--- config.mk ---
export PLATFORM = sky130hd
export DESIGN_NAME = select_encode_seq
export DESIGN_NICKNAME = d
export VERILOG_FILES = /design/src/rtl/risc_pkg.sv /design/src/rtl/ir_field_extract.sv /design/src/rtl/select_encode_seq.sv
export SDC_FILE = /design/constraint.sdc
export NUM_CORES = 1
export LEC_CHECK = 0
export ABC_AREA = 1
export CAP_MARGIN = 15
export CORE_MARGIN = 4
export CORE_UTILIZATION = 65
export CTS_CLUSTER_SIZE = 16
export DETAILED_ROUTE_END_ITERATION = 10
export DONT_BUFFER_PORTS = 1
export MAX_ROUTING_LAYER = met4
export PLACE_DENSITY = 0.91
export SYNTH_ARGS = -nofsm -noshare
export SYNTH_HDL_FRONTEND = slang
export SYNTH_HIERARCHICAL = 1
export SYNTH_SLANG_ARGS = --single-unit
export TNS_END_PERCENT = 20
--- constraint.sdc ---
create_clock -name clock -period 4.2 [get_ports clock]
set_clock_uncertainty 0.15 [all_clocks]
set_input_delay 0.84 -clock clock [delete_from_list [all_inputs] [get_ports clock]]
set_output_delay 0.84 -clock clock [all_outputs]
set_load 0.005 [all_outputs]
--- src/rtl/risc_pkg.sv ---
`default_nettype none
// ============================================================================
// Module      : risc_pkg
// Description : Shared definitions for the instruction-register / register
//               select stage: IR field bit positions, field_id encodings,
//               sequencer state codes and the field-walk helper.
// Revision    : 1.0 - initial release
// ============================================================================
package risc_pkg;

  // IR field layout
  localparam int OPC_HI = 31;
  localparam int OPC_LO = 27;
  localparam int RA_HI  = 26;
  localparam int RA_LO  = 23;
  localparam int RB_HI  = 22;
  localparam int RB_LO  = 19;
  localparam int RC_HI  = 18;
  localparam int RC_LO  = 15;
  localparam int C_HI   = 18;

  // Source of the current register index
  typedef enum logic [1:0] {
    FIELD_NONE = 2'd0,
    FIELD_RA   = 2'd1,
    FIELD_RB   = 2'd2,
    FIELD_RC   = 2'd3
  } field_t;

  // Sequencer states
  typedef logic [2:0] state_t;
  localparam state_t S_IDLE   = 3'd0;
  localparam state_t S_EMIT_A = 3'd1;
  localparam state_t S_EMIT_B = 3'd2;
  localparam state_t S_EMIT_C = 3'd3;
  localparam state_t S_DONE   = 3'd4;

  // First enabled field at or after position from_pos (0=Ra, 1=Rb, 2=Rc,
  // 3=past the end). mask bit2=Ra, bit1=Rb, bit0=Rc.
  function automatic state_t next_emit(input logic [2:0] mask,
                                       input logic [1:0] from_pos);
    if ((from_pos == 2'd0) && mask[2]) return S_EMIT_A;
    if ((from_pos <= 2'd1) && mask[1]) return S_EMIT_B;
    if ((from_pos <= 2'd2) && mask[0]) return S_EMIT_C;
    return S_DONE;
  endfunction

endpackage
`default_nettype wire

--- src/rtl/ir_field_extract.sv ---
`default_nettype none
// ============================================================================
// Module      : ir_field_extract
// Description : Combinational decode of the instruction register into
//               opcode, the three register fields and the sign-extended
//               C constant.
// Ports       : ir      in  DATA_W  instruction register contents
//               opcode  out 5       IR[31:27]
//               ra/rb/rc out 4 each register fields
//               c_sext  out DATA_W  C field sign-extended from bit C_W-1
// Revision    : 1.0 - initial release
// ============================================================================
module ir_field_extract
  import risc_pkg::*;
#(
  parameter int DATA_W = 32,
  parameter int C_W    = 19
) (
  input  logic [DATA_W-1:0] ir,
  output logic [4:0]        opcode,
  output logic [3:0]        ra,
  output logic [3:0]        rb,
  output logic [3:0]        rc,
  output logic [DATA_W-1:0] c_sext
);

  assign opcode = ir[OPC_HI:OPC_LO];
  assign ra     = ir[RA_HI:RA_LO];
  assign rb     = ir[RB_HI:RB_LO];
  assign rc     = ir[RC_HI:RC_LO];
  assign c_sext = {{(DATA_W-C_W){ir[C_W-1]}}, ir[C_W-1:0]};

endmodule
`default_nettype wire

--- src/rtl/select_encode_seq.sv ---
`default_nettype none
// ============================================================================
// Module      : select_encode_seq
// Description : Instruction register plus register-select stage feeding the
//               4-to-16 register decoder. The register index comes either
//               from manual gra/grb/grc strobes or from a sequencer that
//               walks the masked Ra/Rb/Rc fields over valid/ready.
// Ports       : clock, clear          clock / sync active-high reset
//               bus_in, ir_in         IR source and load strobe
//               gra, grb, grc         manual field selects (gra highest)
//               rin, rout, ba_out     qualifiers registered with the index
//               seq_start, seq_mask   start a walk over the masked fields
//               idx_ready             consumer accepts sequenced index
//               reg_index, idx_valid, field_id   registered select output
//               rin_q, rout_q, ba_out_q          registered qualifiers
//               opcode, c_sext        decoded from IR
//               busy, done            sequencer status
// Revision    : 1.0 - initial release
// ============================================================================
module select_encode_seq
  import risc_pkg::*;
#(
  parameter int DATA_W = 32,
  parameter int C_W    = 19
) (
  input  logic              clock,
  input  logic              clear,
  input  logic [DATA_W-1:0] bus_in,
  input  logic              ir_in,
  input  logic              gra,
  input  logic              grb,
  input  logic              grc,
  input  logic              rin,
  input  logic              rout,
  input  logic              ba_out,
  input  logic              seq_start,
  input  logic [2:0]        seq_mask,
  input  logic              idx_ready,
  output logic [3:0]        reg_index,
  output logic              idx_valid,
  output logic [1:0]        field_id,
  output logic              rin_q,
  output logic              rout_q,
  output logic              ba_out_q,
  output logic [4:0]        opcode,
  output logic [DATA_W-1:0] c_sext,
  output logic              busy,
  output logic              done
);

  logic [DATA_W-1:0] ir;
  logic [2:0]        mask_q;
  state_t            state;
  state_t            state_nxt;
  logic [3:0]        ra;
  logic [3:0]        rb;
  logic [3:0]        rc;
  logic              accept;
  logic              enter_emit;
  logic              nxt_is_emit;
  logic [3:0]        emit_index;
  logic [1:0]        emit_field;
  logic              manual_sel;
  logic [3:0]        manual_index;
  logic [1:0]        manual_field;

  ir_field_extract #(
    .DATA_W (DATA_W),
    .C_W    (C_W)
  ) u_extract (
    .ir     (ir),
    .opcode (opcode),
    .ra     (ra),
    .rb     (rb),
    .rc     (rc),
    .c_sext (c_sext)
  );

  assign busy   = (state != S_IDLE);
  assign done   = (state == S_DONE);
  assign accept = idx_valid && idx_ready;

  always_comb begin
    state_nxt = state;
    case (state)
      S_IDLE:   if (seq_start) state_nxt = next_emit(seq_mask, 2'd0);
      S_EMIT_A: if (accept)    state_nxt = next_emit(mask_q, 2'd1);
      S_EMIT_B: if (accept)    state_nxt = next_emit(mask_q, 2'd2);
      S_EMIT_C: if (accept)    state_nxt = S_DONE;
      S_DONE:                  state_nxt = S_IDLE;
      default:                 state_nxt = S_IDLE;
    endcase
  end

  // Field presented by the EMIT state about to be entered.
  always_comb begin
    emit_index  = reg_index;
    emit_field  = field_id;
    nxt_is_emit = 1'b1;
    case (state_nxt)
      S_EMIT_A: begin emit_index = ra; emit_field = FIELD_RA; end
      S_EMIT_B: begin emit_index = rb; emit_field = FIELD_RB; end
      S_EMIT_C: begin emit_index = rc; emit_field = FIELD_RC; end
      default:  nxt_is_emit = 1'b0;
    endcase
  end

  // Entering a new EMIT state is the only time a walk re-samples the
  // index and qualifiers, which keeps them stable across a stall.
  assign enter_emit = nxt_is_emit && (state_nxt != state);

  always_comb begin
    manual_sel   = (state == S_IDLE) && !seq_start && (gra || grb || grc);
    manual_index = rc;
    manual_field = FIELD_RC;
    if (gra) begin
      manual_index = ra;
      manual_field = FIELD_RA;
    end else if (grb) begin
      manual_index = rb;
      manual_field = FIELD_RB;
    end
  end

  always_ff @(posedge clock) begin
    if (clear) begin
      state     <= S_IDLE;
      ir        <= '0;
      mask_q    <= '0;
      reg_index <= '0;
      field_id  <= FIELD_NONE;
      idx_valid <= 1'b0;
      rin_q     <= 1'b0;
      rout_q    <= 1'b0;
      ba_out_q  <= 1'b0;
    end else begin
      state <= state_nxt;
      // IR is frozen once the sequencer leaves IDLE.
      if ((state == S_IDLE) && ir_in) ir <= bus_in;
      if ((state == S_IDLE) && seq_start) mask_q <= seq_mask;

      if (enter_emit) begin
        reg_index <= emit_index;
        field_id  <= emit_field;
        idx_valid <= 1'b1;
        rin_q     <= rin;
        rout_q    <= rout;
        ba_out_q  <= ba_out;
      end else if (manual_sel) begin
        reg_index <= manual_index;
        field_id  <= manual_field;
        idx_valid <= 1'b1;
        rin_q     <= rin;
        rout_q    <= rout;
        ba_out_q  <= ba_out;
      end else if (!nxt_is_emit) begin
        idx_valid <= 1'b0;
      end
    end
  end

endmodule
`default_nettype wire

==> impl_metrics.tcl, run 1 <==
set metrics [dict create \
    synth_top_flop_cell "dfxtp_1" \
    fmax_ghz 0.386 \
    fin_area_um2 2360 \
    syn_inst 364 \
    cp_cell_sequence "inv_1, nand2_1, nor2_4, nand2_1, nand2_1, a21oi_1" \
    grt_max_degree 43 \
    place_area_um2 2260 \
    yosysWarnings 6 \
    arrival_ns 2.63 \
    holdWs_ns 0.329 \
    ant_nets 0 \
    fin_crit_sh_pct 61.7 \
    async_flop_share_pct 0 \
    start_util_pct 69.5 \
    syn2layout_area_growth_pct -10.5 \
    synth_seq_area_share_pct 35.6 \
    drt_drc_violations_left 0 \
    syn_area_per_cell_um2 7.25 \
    drv_slew 0 \
    synth_common_cells "nand2_1, nand3_1, buf_4, dfxtp_1, a21oi_1" \
    r2r_end "ir[25]$_SDFFE_PP0P_" \
    tritoncts "done" \
    clkSinkCount 47 \
    die_w_um 71.7 \
    critPathCaptureType "register" \
    reg2reg_depth 6 \
    vias 2023 \
    slew_headroom_pct 35.8 \
    utilization_pct 62.2 \
    ios 95 \
    wl_per_cell_um 15.6 \
    synth.most_common_cell "nand2_1" \
    maxCapViolations 0 \
    hp-start "ir[14]$_SDFFE_PP0P_" \
    cts-hold-fix-buffers 0 \
    synth_area_leaders "dfxtp_1, buf_4, nand2_1" \
    critical_path_class "register to register" \
    drive_above_1_share_pct 11.8 \
    port-buffer-count 0 \
    fp-row-count 22 \
    viasPerCell 5.71 \
    num-fill-cells 346 \
    post_cts_buffers 0 \
    crit_top_cell "nand2_1" \
    cts_root_buf "clkbuf_8" \
    clk_path_buf_depth 2 \
    crit_fanout 36 \
    ys_ff_latch 47 \
    hold_viol 0 \
    ir_worst_vdd_uv 215 \
    cp.required_ns 4.24 \
    cts_buffers 5 \
    r2r_slack_ns 1.61 \
    critPathSlowestCell "nand2_1" \
    rsz0062_at_grt "false" \
    min_delay_worst_endpoint "ir[14]$_SDFFE_PP0P_" \
    final_cells 354 \
    synth_edf_count 0 \
    p_leak_nw 0.954 \
    setup_viol 0 \
    grt_use_total_pct 23.0 \
    path_clk_slew_ns 0.08 \
    status "finished, final reports clean" \
    cts_max_level 2 \
    grt_pass1_wl_um 9390 \
    netlist_area_um2 2640 \
    start_kind "register" \
    max_stage_delay_ns 0.81 \
    place_hpwl_um 3960 \
    min_path_type "register to register" \
    first_pass_iters 4 \
    synth_top_area_cell "dfxtp_1" \
    wl_um 5530 \
    placed_cells 347 \
    hold_depth 2 \
    num-nets-final 352 \
    cts_resized 0 \
    drt_iter0_drc 126 \
    die_y_um 71.7 \
    p_per_area_nw_per_um2 481 \
    antenna_found_initial 0 \
    fin_crit_ns 2.59 \
    core_um2 3800 \
    synth_top_cell_area_share_pct 35.6 \
    synth_nets 410 \
    worst_pin_slew_ns 0.961 \
    gr-total-overflow 0 \
    synth.distinct_cells 27 \
    die_area_um2 5150 \
    clock_latency_ns 0.30 \
    gp_congestion 0.897 \
    tns_ns 0 \
    r2r_start "state[1]$_SDFF_PP0_" \
    grt_pass1_vias 2069 \
    n_antenna_cell 0 \
]
==> how the worst max path moves through the flow <==
stage                        startpoint                  endpoint  slack [ns]  depth (start not counted)
CTS                 state[1]$_SDFF_PP0_       ir[25]$_SDFFE_PP0P_        1.59                          6
global placement    state[1]$_SDFF_PP0_       ir[11]$_SDFFE_PP0P_        1.70                          6
global route        state[1]$_SDFF_PP0_       ir[23]$_SDFFE_PP0P_        1.32                          6
finish              state[1]$_SDFF_PP0_       ir[25]$_SDFFE_PP0P_        1.61                          6
detailed placement  state[1]$_SDFF_PP0_        ir[8]$_SDFFE_PP0P_        1.60                          6
floorplan                     idx_ready  field_id[1]$_SDFFE_PP0P_        2.04                         12
==> where the power goes <==
part           internal, mW  switching (mW)  total [mW]  leakage (nW)
combinational        0.0900           0.178       0.268         0.517
sequential            0.497          0.0499       0.547         0.387
clock                 0.174           0.147       0.321        0.0502
total                 0.761           0.375        1.14         0.954
==> registers in the layout, summed over array words and instances (netlist names) <==
register and count:
ba_out_q 1, ir 32, rout_q 1, idx_valid 1, field_id 2, reg_index 4, state 3, rin_q 1
mask_q 2
==> logic make-up (layout without fill, tap and decap cells) <==
kind of cell | count (synthesis) | after routing | share of synthesized area [%]
simple gates | 184 | 184 | 34.6
buf+inv | 86 | 28 | 20.0
flops | 47 | 47 | 35.6
compound gates | 47 | 47 | 9.72
==> area by class of cell <==
type / count / area, µm² / share of cell area, %
tap: 48 / 60.1 / 2.54
inverter: 20 / 77.6 / 3.28
multi-input combinational: 231 / 1170 / 49.5
timing repair buffer: 1 / 7.51 / 0.318
clock inverter: 2 / 37.5 / 1.59
sequential: 47 / 941 / 39.8
clock buffer: 5 / 68.8 / 2.91
==> critical path: cells and delay by family, from the launching register on <==
family / cells / cell delay (ns)
buffers and inverters: 1 / 0.10
AOI/OAI and AO/OA: 1 / 0.09
and+or+nand+nor: 4 / 1.76
DFF: 1 / 0.37
==> cell usage in the layout (no fill, tap or decap) <==
master,synthesis,final
o21ai_1,1,1
nor2_2,3,3
nor2_1,13,13
clkinvlp_4,0,1
dfxtp_1,47,47
nand2_2,1,1
nand3_1,57,57
clkinv_1,1,1
nand3_4,2,2
a21oi_2,5,5
o21ai_0,3,3
nand4_1,7,7
inv_4,1,1
nand3_2,7,7
o211ai_1,1,1
inv_1,14,14
bufinv_16,0,1
nor2_4,3,3
clkbuf_8,0,5
nand3b_1,4,4
inv_2,4,4
nand2_4,2,2
a21oi_1,37,37
buf_4,49,1
nor3_1,1,1
nand2_1,84,84
==> per-stage QoR <==
step           total power [mW]  setup WS [ns]
5_1_grt                    1.20           1.32
3_5_place_dp              0.823           1.60
3_3_place_gp              0.814           1.70
2_1_floorplan             0.842           2.04
6_report                   1.14           1.61
4_1_cts                    1.14           1.59
==> per-layer routing <==
metal	GRT usage, %	wire length [µm]	vias to the layer above
met2	38.5	2750	84
met3	7.85	444	4
met1	26.4	2320	903
met4	5.64	19	0
met5	-	0	-
li1	-	-	1032
(Power assumes the default switching activity.)
==> inputs of run 2 (changes only) <==
--- a/config.mk
+++ b/config.mk
@@ -8,12 +8,12 @@
 export ABC_AREA = 1
 export CAP_MARGIN = 15
 export CORE_MARGIN = 4
-export CORE_UTILIZATION = 65
+export CORE_UTILIZATION = 57
 export CTS_CLUSTER_SIZE = 16
 export DETAILED_ROUTE_END_ITERATION = 10
 export DONT_BUFFER_PORTS = 1
 export MAX_ROUTING_LAYER = met4
-export PLACE_DENSITY = 0.91
+export PLACE_DENSITY = 0.85
 export SYNTH_ARGS = -nofsm -noshare
 export SYNTH_HDL_FRONTEND = slang
 export SYNTH_HIERARCHICAL = 1
==> constraint.sdc (replaced) <==
create_clock -name clock -period 2.3 [get_ports clock]
set_clock_uncertainty 0.15 [all_clocks]
set_input_delay 0.46 -clock clock [delete_from_list [all_inputs] [get_ports clock]]
set_output_delay 0.46 -clock clock [all_outputs]
set_load 0.005 [all_outputs]
==> impl_metrics.tcl, run 2 (synthesized netlist as in run 1, its figures left out) <==
set metrics [dict create \
    clkSinkCount 47 \
    fin_area_um2 2410 \
    clock_latency_ns 0.30 \
    cts-hold-fix-buffers 0 \
    fin_crit_ns 1.96 \
    core_um2 4410 \
    n_antenna_cell 0 \
    ir_worst_vdd_uv 386 \
    place_hpwl_um 3950 \
    worst_pin_slew_ns 0.356 \
    wl_met1_um 2420 \
    regMostFlops "ir" \
    ios 95 \
    post_cts_buffers 0 \
    layout_common_cells "nand2_1, nand3_1, dfxtp_1, a21oi_1, inv_1" \
    layout_commonest_cell "nand2_1" \
    die_y_um 76.1 \
    path_clk_slew_ns 0.10 \
    clk_path_buf_depth 2 \
    drive_above_1_share_pct 13.2 \
    cp.required_ns 2.36 \
    port-buffer-count 0 \
    p_leak_nw 0.981 \
    setup_viol 0 \
    maxCapViolations 0 \
    gr-total-overflow 0 \
    tritoncts "done" \
    critPathCaptureType "register" \
    first_pass_iters 5 \
    rsz0062_at_grt "false" \
    num-nets-final 356 \
    vias 2111 \
    grt_pass1_vias 1965 \
    r2r_start "state[2]$_SDFF_PP0_" \
    share_comb_of_total_power_pct 23.9 \
    arrival_ns 2.02 \
    cts_buffers 5 \
    wl_per_cell_um 15.5 \
    top_layer "met4" \
    fin_total_pwr_mw 2.13 \
    gp_congestion 0.937 \
    cts_max_level 2 \
    clockPowerShare_pct 29.5 \
    grt_pass1_wl_um 9270 \
    seqPwrFrac_pct 46.6 \
    setup_ws_ns 0.339 \
    hold_viol 0 \
    cts_resized 0 \
    p_per_area_nw_per_um2 883 \
    tns_ns 0 \
    wl_um 5620 \
    largest_reg_flops 32 \
    antenna_found_initial 0 \
    syn2layout_area_growth_pct -8.77 \
    critical_path_class "register to register" \
    hp-start "clear" \
    min_path_type "input port to register" \
    sw_frac_of_total_pct 33.5 \
    pre_cts_slack_ns 0.358 \
    route.met2.wl_um 2600 \
    fp-row-count 24 \
    place_area_um2 2290 \
    grt_max_degree 43 \
    start_kind "register" \
    fin_crit_sh_pct 85.3 \
    die_w_um 76.1 \
    hold_depth 1 \
    cts_root_buf "clkbuf_8" \
    slew_headroom_pct 76.3 \
    r2r_end "rin_q$_SDFFE_PP0P_" \
    drt_drc_violations_left 0 \
    grt_use_total_pct 19.6 \
    crit_fanout 16 \
    viasPerCell 5.82 \
    p_int_mw 1.41 \
    drv_slew 0 \
    min_delay_worst_endpoint "ba_out_q$_SDFFE_PP0P_" \
    fmax_ghz 0.510 \
    ant_nets 0 \
    drt_iter0_drc 152 \
    reg2reg_depth 11 \
    status "finished, final reports clean" \
    r2r_slack_ns 0.34 \
    start_util_pct 59.8 \
    die_area_um2 5780 \
    reg_top3 "ir (32), reg_index (4), state (3)" \
    wl_met3_um 523 \
    p_switching_mw 0.713 \
]
## run 2: final cells by class
cell class	instances	area, µm²
Fill cell	447	2010
Inverter	20	77.6
Sequential cell	47	941
Clock inverter	3	47.5
Clock buffer	5	68.8
Timing Repair Buffer	5	37.5
Tap cell	52	65.1
Multi-Input combinational cell	231	1170
## run 2: per-stage QoR
step,hold WS [ns],instances,utilization [%]
2_1_floorplan,0.291,364,-
6_report,0.0568,363,54.6
5_1_grt,0.0321,363,54.6
3_3_place_gp,0.309,355,51.9
4_1_cts,0.0423,363,54.6
3_5_place_dp,0.318,355,51.9
## run 2: worst max path at each step
| stage | from | endpoint | slack (ns) |
|---|---|---|---|
| finish | state[2]$_SDFF_PP0_ | rin_q$_SDFFE_PP0P_ | 0.34 |
| global route | state[2]$_SDFF_PP0_ | reg_index[3]$_SDFFE_PP0P_ | 0.16 |
| CTS | state[2]$_SDFF_PP0_ | rin_q$_SDFFE_PP0P_ | 0.35 |
| detailed placement | idx_ready | rin_q$_SDFFE_PP0P_ | 0.36 |
| global placement | state[2]$_SDFF_PP0_ | rout_q$_SDFFE_PP0P_ | 0.44 |
| floorplan | idx_ready | field_id[1]$_SDFFE_PP0P_ | 0.52 |
## run 2: worst max-delay path: stages (launching register included)
cell and delay [ns]:
dfxtp_1 0.48, nor2_2 0.08, nand2_1 0.13, nor2_2 0.06
nand2_1 0.12, nand3_4 0.12, nand2_1 0.10, nand3_2 0.17
nand2_4 0.22, nand2_1 0.11, nand2_1 0.09, a21oi_2 0.05
## run 2: power by group through the flow
stage	logic (mW)	clock network, mW	registers, mW
final	0.508	0.628	0.991
after floorplan	0.558	0	0.980
after CTS	0.509	0.644	0.992
after global placement	0.491	0	1.01
after detailed placement	0.505	0	1.01
after global routing	0.580	0.677	1.00
## run 2: per-layer routing
metal	global-route usage (%)	vias up
met5	-	-
met4	7.17	0
met3	6.03	12
met2	30.1	105
met1	24.2	958
li1	-	1036
==> inputs of run 3 (changes only) <==
--- a/config.mk
+++ b/config.mk
@@ -5,15 +5,14 @@
 export SDC_FILE = /design/constraint.sdc
 export NUM_CORES = 1
 export LEC_CHECK = 0
-export ABC_AREA = 1
 export CAP_MARGIN = 15
 export CORE_MARGIN = 4
-export CORE_UTILIZATION = 57
+export CORE_UTILIZATION = 65
 export CTS_CLUSTER_SIZE = 16
 export DETAILED_ROUTE_END_ITERATION = 10
 export DONT_BUFFER_PORTS = 1
 export MAX_ROUTING_LAYER = met4
-export PLACE_DENSITY = 0.85
+export PLACE_DENSITY = 0.91
 export SYNTH_ARGS = -nofsm -noshare
 export SYNTH_HDL_FRONTEND = slang
 export SYNTH_HIERARCHICAL = 1
==> constraint.sdc (replaced) <==
create_clock -name clock -period 2.4 [get_ports clock]
set_clock_uncertainty 0.15 [all_clocks]
set_input_delay 0.48 -clock clock [delete_from_list [all_inputs] [get_ports clock]]
set_output_delay 0.48 -clock clock [all_outputs]
set_load 0.005 [all_outputs]
==> impl_metrics.tcl, run 3 <==
set metrics [dict create \
    crit_fanout 10 \
    arrival_ns 2.35 \
    start_kind "register" \
    layout_common_cells "nand2_1, a21oi_1, dfxtp_1, nor2_1, mux2i_1" \
    syn2layout_area_growth_pct -9.56 \
    worst_pin_slew_ns 0.441 \
    die_area_um2 4900 \
    core_um2 3690 \
    multi_input_area_um2 1080 \
    fin_crit_ns 2.28 \
    cts_buffers 5 \
    grt_use_total_pct 20.9 \
    status "finished, final reports clean" \
    rsz0062_at_grt "false" \
    start_util_pct 67.8 \
    vias 1810 \
    viasPerCell 5.66 \
    grt_max_degree 46 \
    fmax_ghz 0.439 \
    tns_ns 0 \
    p_leak_nw 0.856 \
    sw_frac_of_total_pct 31.2 \
    synth_nets 369 \
    r2r_start "state[0]$_SDFF_PP0_" \
    wl_per_cell_um 15.5 \
    gp_congestion 0.884 \
    cts_root_buf "clkbuf_8" \
    place_hpwl_um 3600 \
    setup_viol 0 \
    synth_area_leaders "dfxtp_1, buf_4, nand2_1" \
    gr-total-overflow 0 \
    p_int_mw 1.26 \
    synth_common_cells "nand2_1, a21oi_1, buf_4, dfxtp_1, clkbuf_1" \
    seqPwrFrac_pct 51.1 \
    reg_top3 "ir (32), reg_index (4), state (3)" \
    drt_drc_violations_left 0 \
    min_delay_worst_endpoint "reg_index[3]$_SDFFE_PP0P_" \
    clock_latency_ns 0.29 \
    synth_top_flop_cell "dfxtp_1" \
    synth_top_area_cell "dfxtp_1" \
    slew_headroom_pct 70.6 \
    hold_viol 0 \
    first_pass_iters 4 \
    n_antenna_cell 0 \
    wl_um 4960 \
    cts_max_level 2 \
    clockPowerShare_pct 27.7 \
    critPathCaptureType "register" \
    clk_path_buf_depth 2 \
    die_w_um 70.0 \
    antenna_found_initial 0 \
    synth.most_common_cell "nand2_1" \
    largest_reg_flops 32 \
    num-nets-final 317 \
    regMostFlops "ir" \
    r2r_end "reg_index[0]$_SDFFE_PP0P_" \
    yosysWarnings 6 \
    syn_inst 323 \
    ys_ff_latch 47 \
    syn_area_per_cell_um2 7.74 \
    holdWs_ns 0.0822 \
    fin_area_um2 2260 \
    ant_nets 0 \
    seq_area_um2 941 \
    cp.required_ns 2.48 \
    fp-row-count 22 \
    drt_iter0_drc 97 \
    clkSinkCount 47 \
    synth_top_cell_area_share_pct 37.6 \
    critical_path_class "register to register" \
    reg2reg_depth 6 \
    place_area_um2 2160 \
    synth_seq_area_share_pct 37.6 \
    port-buffer-count 0 \
    drive_above_1_share_pct 8.82 \
    hold_depth 1 \
    cts-hold-fix-buffers 0 \
    die_y_um 70.0 \
    tritoncts "done" \
    layout_commonest_cell "nand2_1" \
    netlist_area_um2 2500 \
    grt_pass1_vias 1766 \
    p_switching_mw 0.569 \
    maxCapViolations 0 \
    fin_total_pwr_mw 1.82 \
    synth.distinct_cells 32 \
    grt_pass1_wl_um 8230 \
    p_per_area_nw_per_um2 807 \
    drv_slew 0 \
    async_flop_share_pct 0 \
    share_comb_of_total_power_pct 21.3 \
    cts_resized 0 \
    num-fill-cells 353 \
    path_clk_slew_ns 0.09 \
    ios 95 \
    hp-start "clear" \
    synth_edf_count 0 \
    min_path_type "input port to register" \
    r2r_slack_ns 0.12 \
    fin_crit_sh_pct 94.8 \
    ir_worst_vdd_uv 629 \
]
## run 3: repair_timing
item,in CTS,in global routing
hold endpoints to repair,0,0
setup buffers,0,0
setup endpoints to repair,0,1
## run 3: layout make-up
| cell class | count | share of cell area [%] |
|---|---|---|
| multi-input combinational | 204 | 47.9 |
| sequential | 47 | 41.6 |
| clock buffer | 6 | 3.65 |
| timing repair buffer | 8 | 2.66 |
| tap | 48 | 2.66 |
| inverter | 5 | 0.830 |
| clock inverter | 2 | 0.719 |
## run 3: per-stage QoR
step | worst slack (ns) | util, % | instances
final | 0.125 | 61.3 | 320
after global routing | 0.000780 | 61.3 | 320
after CTS | 0.127 | 61.3 | 320
after detailed placement | 0.0845 | 58.6 | 312
after global placement | 0.159 | 58.6 | 312
after floorplan | 0.197 | - | 323
## run 3: power by group through the flow
| stage | registers [mW] | clock network, mW | logic [mW] |
|---|---|---|---|
| detailed placement | 0.952 | 0 | 0.386 |
| global route | 0.942 | 0.554 | 0.441 |
| finish | 0.932 | 0.505 | 0.388 |
| CTS | 0.934 | 0.515 | 0.388 |
| global placement | 0.949 | 0 | 0.374 |
| floorplan | 0.925 | 0 | 0.432 |
## run 3: logic make-up (layout without fill, tap and decap cells)
| group | after synthesis | count (layout) | share of synthesized area, % |
|---|---|---|---|
| AOI/OAI and AO/OA | 75 | 75 | 18.6 |
| buffers and inverters | 72 | 21 | 19.1 |
| DFF | 47 | 47 | 37.6 |
| muxes | 9 | 9 | 3.60 |
| and+or+nand+nor | 120 | 120 | 21.1 |
## run 3: worst max path at each step
stage	startpoint	endpoint	slack, ns	cells after the start
after global routing	state[0]$_SDFF_PP0_	reg_index[0]$_SDFFE_PP0P_	0.0008	6
after detailed placement	seq_start	reg_index[2]$_SDFFE_PP0P_	0.08	6
final	state[0]$_SDFF_PP0_	reg_index[0]$_SDFFE_PP0P_	0.12	6
after global placement	seq_start	reg_index[3]$_SDFFE_PP0P_	0.16	6
after floorplan	seq_start	ba_out_q$_SDFFE_PP0P_	0.20	6
after CTS	state[0]$_SDFF_PP0_	reg_index[2]$_SDFFE_PP0P_	0.13	6
## run 3: routing by layer
| metal | share of wire [%] | GRT usage, % |
|---|---|---|
| met5 | 0 | - |
| met4 | 0.62 | 3.62 |
| met3 | 8.7 | 7.34 |
| met2 | 51 | 35.4 |
| met1 | 40 | 24.3 |
## run 3: worst max-delay path: stages (launching register included)
cell      delay [ns]
dfxtp_1         0.39
or4b_4          0.56
o221ai_4        0.40
o21ai_2         0.14
buf_4           0.19
a211o_1         0.23
a21oi_1         0.13
